[src/rtl/btn_pkg.sv]
`default_nettype none
// ============================================================================
// Module   : btn_pkg
// Purpose  : Shared constants for the push-button conditioning stage: button
//            count, named bit indices into the button vector, and the default
//            debounce interval derived from the system clock frequency.
// Revision : 1.0 - initial release
// ============================================================================
package btn_pkg;

  // Button vector layout, matching the ALU register bank load strobes.
  localparam int DEF_NB_BTN  = 3;
  localparam int BTN_LOAD_A  = 0;
  localparam int BTN_LOAD_B  = 1;
  localparam int BTN_LOAD_OP = 2;

  // Debounce interval: 10 ms at the 100 MHz system clock.
  localparam int CLK_FREQ_HZ         = 100_000_000;
  localparam int DEBOUNCE_MS         = 10;
  localparam int DEF_DEBOUNCE_CYCLES = (CLK_FREQ_HZ / 1000) * DEBOUNCE_MS;
  localparam int DEF_NB_CNT          = 20;

endpackage : btn_pkg
`default_nettype wire

[src/rtl/debounce_bit.sv]
`default_nettype none
// ============================================================================
// Module   : debounce_bit
// Purpose  : Conditions one raw push-button level: two-flop synchronizer,
//            stability-counter debouncer, and a registered one-cycle strobe
//            on each debounced press (0->1 of the stable level).
// Ports    : clk       - system clock, rising edge
//            rst_n     - asynchronous reset, ACTIVE-HIGH despite its name
//            btn_raw   - raw asynchronous button level, high = pressed
//            btn_pulse - one-cycle strobe per accepted press (registered)
//            btn_level - debounced level (registered)
// Revision : 1.0 - initial release
// ============================================================================
module debounce_bit
  import btn_pkg::*;
#(
  parameter int DEBOUNCE_CYCLES = DEF_DEBOUNCE_CYCLES,
  parameter int NB_CNT          = DEF_NB_CNT
) (
  input  logic clk,
  input  logic rst_n,
  input  logic btn_raw,
  output logic btn_pulse,
  output logic btn_level
);

  localparam logic [NB_CNT-1:0] CNT_MAX = NB_CNT'(DEBOUNCE_CYCLES - 1);

  logic              s1;
  logic              s2;
  logic              stable;
  logic [NB_CNT-1:0] cnt;

  always_ff @(posedge clk or posedge rst_n) begin
    if (rst_n) begin
      s1        <= 1'b0;
      s2        <= 1'b0;
      stable    <= 1'b0;
      cnt       <= '0;
      btn_pulse <= 1'b0;
    end else begin
      s1        <= btn_raw;
      s2        <= s1;
      btn_pulse <= 1'b0;
      if (s2 == stable) begin
        // Any agreeing cycle restarts the stability window.
        cnt <= '0;
      end else if (cnt == CNT_MAX) begin
        stable    <= s2;
        cnt       <= '0;
        // s2 differs from stable here, so s2 == 1 means a 0->1 transition.
        btn_pulse <= s2;
      end else begin
        cnt <= cnt + 1'b1;
      end
    end
  end

  assign btn_level = stable;

endmodule : debounce_bit
`default_nettype wire

[src/rtl/btn_conditioner.sv]
`default_nettype none
// ============================================================================
// Module   : btn_conditioner
// Purpose  : Converts NB_BTN raw bouncing push-button levels into clean
//            one-cycle load strobes for the ALU register bank. Bits are
//            independent; simultaneous strobes pass through unarbitrated.
// Ports    : clk         - system clock, rising edge
//            rst_n       - asynchronous reset, ACTIVE-HIGH despite its name
//            i_btn_raw   - raw asynchronous button levels [NB_BTN]
//            o_btn_pulse - one-cycle strobe per accepted press [NB_BTN]
//            o_btn_level - debounced button levels [NB_BTN]
// Revision : 1.0 - initial release
// ============================================================================
module btn_conditioner
  import btn_pkg::*;
#(
  parameter int NB_BTN          = DEF_NB_BTN,
  parameter int DEBOUNCE_CYCLES = DEF_DEBOUNCE_CYCLES,
  parameter int NB_CNT          = DEF_NB_CNT
) (
  input  logic              clk,
  input  logic              rst_n,
  input  logic [NB_BTN-1:0] i_btn_raw,
  output logic [NB_BTN-1:0] o_btn_pulse,
  output logic [NB_BTN-1:0] o_btn_level
);

  for (genvar g = 0; g < NB_BTN; g++) begin : g_bit
    debounce_bit #(
      .DEBOUNCE_CYCLES (DEBOUNCE_CYCLES),
      .NB_CNT          (NB_CNT)
    ) u_debounce_bit (
      .clk       (clk),
      .rst_n     (rst_n),
      .btn_raw   (i_btn_raw[g]),
      .btn_pulse (o_btn_pulse[g]),
      .btn_level (o_btn_level[g])
    );
  end : g_bit

endmodule : btn_conditioner
`default_nettype wire
[config.mk]
export PLATFORM = sky130hd
export DESIGN_NAME = btn_conditioner
export DESIGN_NICKNAME = d
export VERILOG_FILES = /design/src/rtl/btn_pkg.sv /design/src/rtl/debounce_bit.sv /design/src/rtl/btn_conditioner.sv
export SDC_FILE = /design/constraint.sdc
export NUM_CORES = 1
export LEC_CHECK = 0
export CAP_MARGIN = 15
export CELL_PAD_IN_SITES_DETAIL_PLACEMENT = 0
export CELL_PAD_IN_SITES_GLOBAL_PLACEMENT = 1
export CORE_AREA = 8 8 113 115
export CTS_CLUSTER_SIZE = 14
export DETAILED_ROUTE_END_ITERATION = 10
export DIE_AREA = 0 0 121 123
export PLACE_DENSITY = 0.6
export SYNTH_ARGS = -nofsm -noshare
export SYNTH_HDL_FRONTEND = slang
export SYNTH_SLANG_ARGS = --single-unit
[constraint.sdc]
create_clock -name clk -period 3.2 [get_ports clk]
set_input_delay 0.64 -clock clk [delete_from_list [all_inputs] [get_ports clk]]
set_output_delay 0.64 -clock clk [all_outputs]
set_load 0.02 [all_outputs]
### Word-level counts from Yosys, hierarchy flattened

Cells that the tools add are included.

| word-level totals | value |
|---|---|
| input bits | 5 |
| logic and storage cells | 42 |
| flip-flop bits (word level) | 72 |
| output and inout port bits | 6 |

| operators by class | value |
|---|---|
| equal/unequal tests | 6 |
| multiplexer cells | 12 |
| add/sub/neg operators | 3 |
| reductions and logical operators | 3 |
| bitwise operators | 3 |

Operator list:

| operator | number |
|---|---|
| 20-bit two-way mux | 6 |
| 20-bit by 1-bit adder with 20-bit output, second input constant | 3 |
| 20-bit == test, second input constant | 3 |
| 1-bit two-way mux | 6 |
| 2-bit AND reduction | 3 |
| 1-bit == test | 3 |
| 1-bit NOT | 3 |

### Logic depth before layout (Yosys ltp)

| depth | value |
|---|---|
| word-level depth | 3 |
| gate-level depth with buffers | 6 |
| gate-level depth less buffers | 5 |

### Cells and area by module

From an unflattened synthesis, not the netlist that was laid out.

| second synthesis, totals | value |
|---|---|
| cell total of the unflattened synthesis | 324 |
| area, all modules | 3565.9 um^2 |

Modules (own cells, without submodules):

| module | cells an instance | sequential area each (um^2) | instances | area each (um^2) |
|---|---|---|---|---|
| debounce_bit | 108 | 600.6 | 3 | 1188.6 |

### Worst setup path after synthesis

OpenSTA, ideal clock, no wires.

| path | value |
|---|---|
| path type | reg2reg |
| start point | reg g_bit[2].u_debounce_bit.cnt[8] |
| end point | reg g_bit[2].u_debounce_bit.stable |
| required time | 3075 ps |
| buffers on the path | 0 |
| arrival time | 2111 ps |
| cell stages (with the launch flop) | 5 |
| clock period less this slack | 2236 ps |
| path slack | 964 ps |
| setup time | 125 ps |
| cells stage by stage | dfrtp_1 or4b_1 or4_4 or3_4 mux2_4 |

| on the way | value |
|---|---|
| word-level cells in the longest chain between the ends | 2 |

Ends and longest elaborated chain:

| item | line | RTL |
|---|---|---|
| start, declared | debounce_bit.sv:32 | `logic [NB_CNT-1:0] cnt;` |
| start signal, assigned | debounce_bit.sv:54 | `cnt <= cnt + 1'b1;` |
| 20-bit == test | debounce_bit.sv:48 | `end else if (cnt == CNT_MAX) begin` |
| 2-bit AND reduction (no line) | n/a |  |
| end signal, assigned | debounce_bit.sv:38 | `stable <= 1'b0;` |
| end signal, assigned | debounce_bit.sv:49 | `stable <= s2;` |
| end, declared | debounce_bit.sv:31 | `logic stable;` |

No other way between the ends.
A chain may end at the register's enable or synchronous reset.

### Worst setup path in the final report

| path | value |
|---|---|
| start point | reg g_bit[2].u_debounce_bit.cnt[8] |
| end point | reg g_bit[2].u_debounce_bit.cnt[3] |

| on the way | value |
|---|---|
| word-level cells in the longest chain between the ends | 3 |

Ends and longest elaborated chain:

| item | line | RTL |
|---|---|---|
| 20-bit == test | debounce_bit.sv:48 |  |
| 20-bit two-way mux | debounce_bit.sv:48 |  |
| 20-bit two-way mux | debounce_bit.sv:45 | `if (s2 == stable) begin` |

No other way between the ends.

==> impl_metrics.py <==
metrics = {
    "synthesis": {
        "synth_cell_types": 37,
        "synth-simple-area-share": 0.248,
        "ys_seq_elements": 72,
        "yosysSeqAreaShare": 0.524,
        "synth_top_family_by_area": "simple AND/OR/NAND/NOR gates",
        "syn_avg_cell_area_um2": 10.1,
        "synth_top_area_cell": "dfrtp_1",
        "synthCells": 339,
        "synth_compound_area_frac": 0.0666,
        "netlist_area_um2": 3440,
        "synth_top_area_frac": 0.524,
        "synth_area_leaders": "dfrtp_1 (52%), xnor2_1 (6.1%), nor2_1 (4.9%)",
        "synth-adder-area-share": 0.0109,
        "async_flop_share": 1.00,
        "ys_warn_count": 0,
        "yosysMostFrequentCell": "dfrtp_1",
        "synth-main-ff-cell": "dfrtp_1",
        "synth-edff-count": 0,
        "synth.mux.area_fraction": 0.0109,
        "synth_xor_area_frac": 0.102,
        "synth_common_cells": "dfrtp_1 (72), nor2_1 (45), xnor2_1 (24)",
        "synth_fp_nets": 347,
    },
    "sta": {
        "max_freq_mhz": 414,
        "worstMarginPinSlew_ns": 0.639,
        "post-route-period-util": 0.755,
        "finalSetupTns_ns": 0,
        "layout_min_cycle_time_ns": 2.42,
        "slew_violations": 0,
        "rsz0062_at_grt": "no",
        "fin_skew_ns": 0.00699,
        "setup_viol": 0,
        "slew_headroom": 0.574,
        "hold_violations": 0,
    },
    "clock_tree": {
        "cts_hold_buf": 0,
        "cts_tree": "built",
        "clock_path_buffers": 2,
        "cts_buffers": 9,
        "clk_pin_slew_ns": 0.05,
        "clk_latency_ns": 0.33,
        "cts_max_level": 3,
        "clkSinkCount": 72,
        "clockRootBuffer": "clkbuf_16",
        "cts_resized": 0,
        "post_cts_buffers": 0,
    },
    "detailed_routing": {
        "viasPerCell": 4.95,
        "ant_nets": 0,
        "drtIter0Drc": 137,
        "wire_per_inst_um": 13.3,
        "drtPass1Iterations": 4,
        "routed_wl_um": 6630,
        "vias": 2468,
        "drc_errors": 0,
    },
    "floorplanning": {
        "placementRows": 39,
        "core-area_um2": 11100,
        "die_h_um": 123,
        "start_util": 0.310,
        "die_width_um": 121,
        "io_pins": 11,
        "dieArea_um2": 14900,
    },
    "global_route": {
        "track_usage": 0.0974,
        "grt_max_degree": 33,
        "antenna_found_initial": 0,
        "grt_remaining_overflow": 0,
        "grt_pass1_wl_um": 11600,
        "grt_pass1_vias": 2446,
    },
    "setup_path": {
        "cp_top_family": "simple AND/OR/NAND/NOR gates",
        "arrival_ns": 2.63,
        "cp_slowest_cell": "or4b_1",
        "critical_path_required_ns": 3.41,
        "max_stage_delay_ns": 0.53,
        "start_kind": "flop",
        "cp-end-kind": "flop",
        "worstSetupPathType": "flop to flop",
        "cp_num_buf_inv": 1,
        "cp_max_fo": 10,
        "path_cells": "or4b_1, or4_4, o31ai_4, buf_4, nor2_1",
    },
    "final_layout": {
        "area_delta_synth_final_pct": 16.1,
        "final_area_um2": 3990,
        "drive_gt1_frac": 0.104,
        "nets": 359,
        "diodes": 0,
    },
    "placement": {
        "port_buffers": 10,
        "routabilityCongestion": 0.736,
        "placed_cell_area_um2": 3700,
        "dp_hpwl_um": 4580,
    },
    "pwr": {
        "finalPower_w": 0.00196,
        "p_per_area_nw_per_um2": 492,
        "p_leak_nw": 1.58,
        "peakVddDrop_uv": 296,
    },
    "run": {
        "maxCapViolCount": 0,
    },
    "hold_path": {
        "min_path_type": "flop to flop",
    },
    "status": {
        "outcome": "finished clean",
    },
}
-- state kept, by name, summed over array words and instances, names as in the netlist --
name                            cells
g_bit.u_debounce_bit.s1             3
g_bit.u_debounce_bit.cnt           60
g_bit.u_debounce_bit.btn_level      3
g_bit.u_debounce_bit.s2             3
g_bit.u_debounce_bit.btn_pulse      3
-- placed cells by master, fill, tap and decap left out, types with 2 or more instances in the layout --
cell / n
nor4_1: 8
o21ai_0: 8
and3_1: 6
nor2_1: 45
clkbuf_16: 9
and4_2: 2
xnor2_1: 24
clkinvlp_4: 3
nand2_1: 17
nor3_1: 8
clkdlybuf4s50_1: 10
and3_2: 2
or4_1: 11
clkbuf_8: 3
o31ai_1: 9
dfrtp_1: 72
or3_1: 10
nand3_1: 22
buf_4: 5
o31ai_2: 2
inv_1: 10
xor2_1: 16
ha_1: 3
nand4_1: 13
nor4b_1: 2
a21oi_1: 17
and4_1: 2
mux2_2: 2
-- cells by family (layout without fill, tap and decap cells) --
family                     Yosys count  after routing
DFF                                 72             72
xor gates and xnor gates            40             40
muxes                                3              3
and+or+nand+nor                    158            158
adders and majority gates            3              3
buffers and inverters               26             43
AOI/OAI and AO/OA                   37             37
-- area by class of cell --
cell class	count	area, um2
inverter	11	41.3
tap	143	179
clock buffer	12	267
multi-input combinational	241	1520
clock inverter	4	27.5
timing repair buffer	16	158
sequential	72	1800
fill	1119	7090
-- worst paths after layout --
path | from | end | slack (ns) | cells past startpoint
worst min-delay path | g_bit[2].u_debounce_bit.s1 | g_bit[2].u_debounce_bit.s2 | 0.35 | 0
worst min register to register | g_bit[2].u_debounce_bit.s1 | g_bit[2].u_debounce_bit.s2 | 0.35 | 0
min in group asynchronous | rst_n | g_bit[1].u_debounce_bit.cnt[11] | 0.71 | 2
max in group asynchronous | rst_n | g_bit[2].u_debounce_bit.cnt[5] | 1.83 | 3
worst max register to register | g_bit[2].u_debounce_bit.cnt[8] | g_bit[2].u_debounce_bit.cnt[3] | 0.78 | 5
worst max-delay path | g_bit[2].u_debounce_bit.cnt[8] | g_bit[2].u_debounce_bit.cnt[3] | 0.78 | 5
-- worst register-to-register path, cell delays in order (launching register included) --
cell and delay [ns]:
dfrtp_1 0.42, or4b_1 0.53, or4_4 0.51, o31ai_4 0.50, buf_4 0.27, nor2_1 0.07
-- metrics by stage --
stage | cells | worst slack (ns) | hold slack (ns) | util
3_5_place_dp | 483 | 0.799 | 0.335 | 0.334
4_1_cts | 499 | 0.781 | 0.348 | 0.360
5_1_grt | 499 | 0.700 | 0.366 | 0.360
6_report | 499 | 0.785 | 0.346 | 0.360
2_1_floorplan | 339 | 0.735 | 0.331 | -
3_3_place_gp | 483 | 0.821 | 0.333 | 0.334
-- routing by layer --
| metal | GRT usage | share of wire | vias up |
|---|---|---|---|
| li1 | - | - | 1220 |
| met1 | 0.116 | 0.48 | 1219 |
| met2 | 0.158 | 0.47 | 21 |
| met3 | 0.0324 | 0.033 | 8 |
| met4 | 0.0422 | 0.016 | 0 |
| met5 | 0 | 0 | - |
-- power by group --
part	switching (W)	internal, W
sequential	0.0000116	0.000924
combinational	0.0000404	0.0000222
clock	0.000379	0.000587
(Power assumes the default switching activity.)
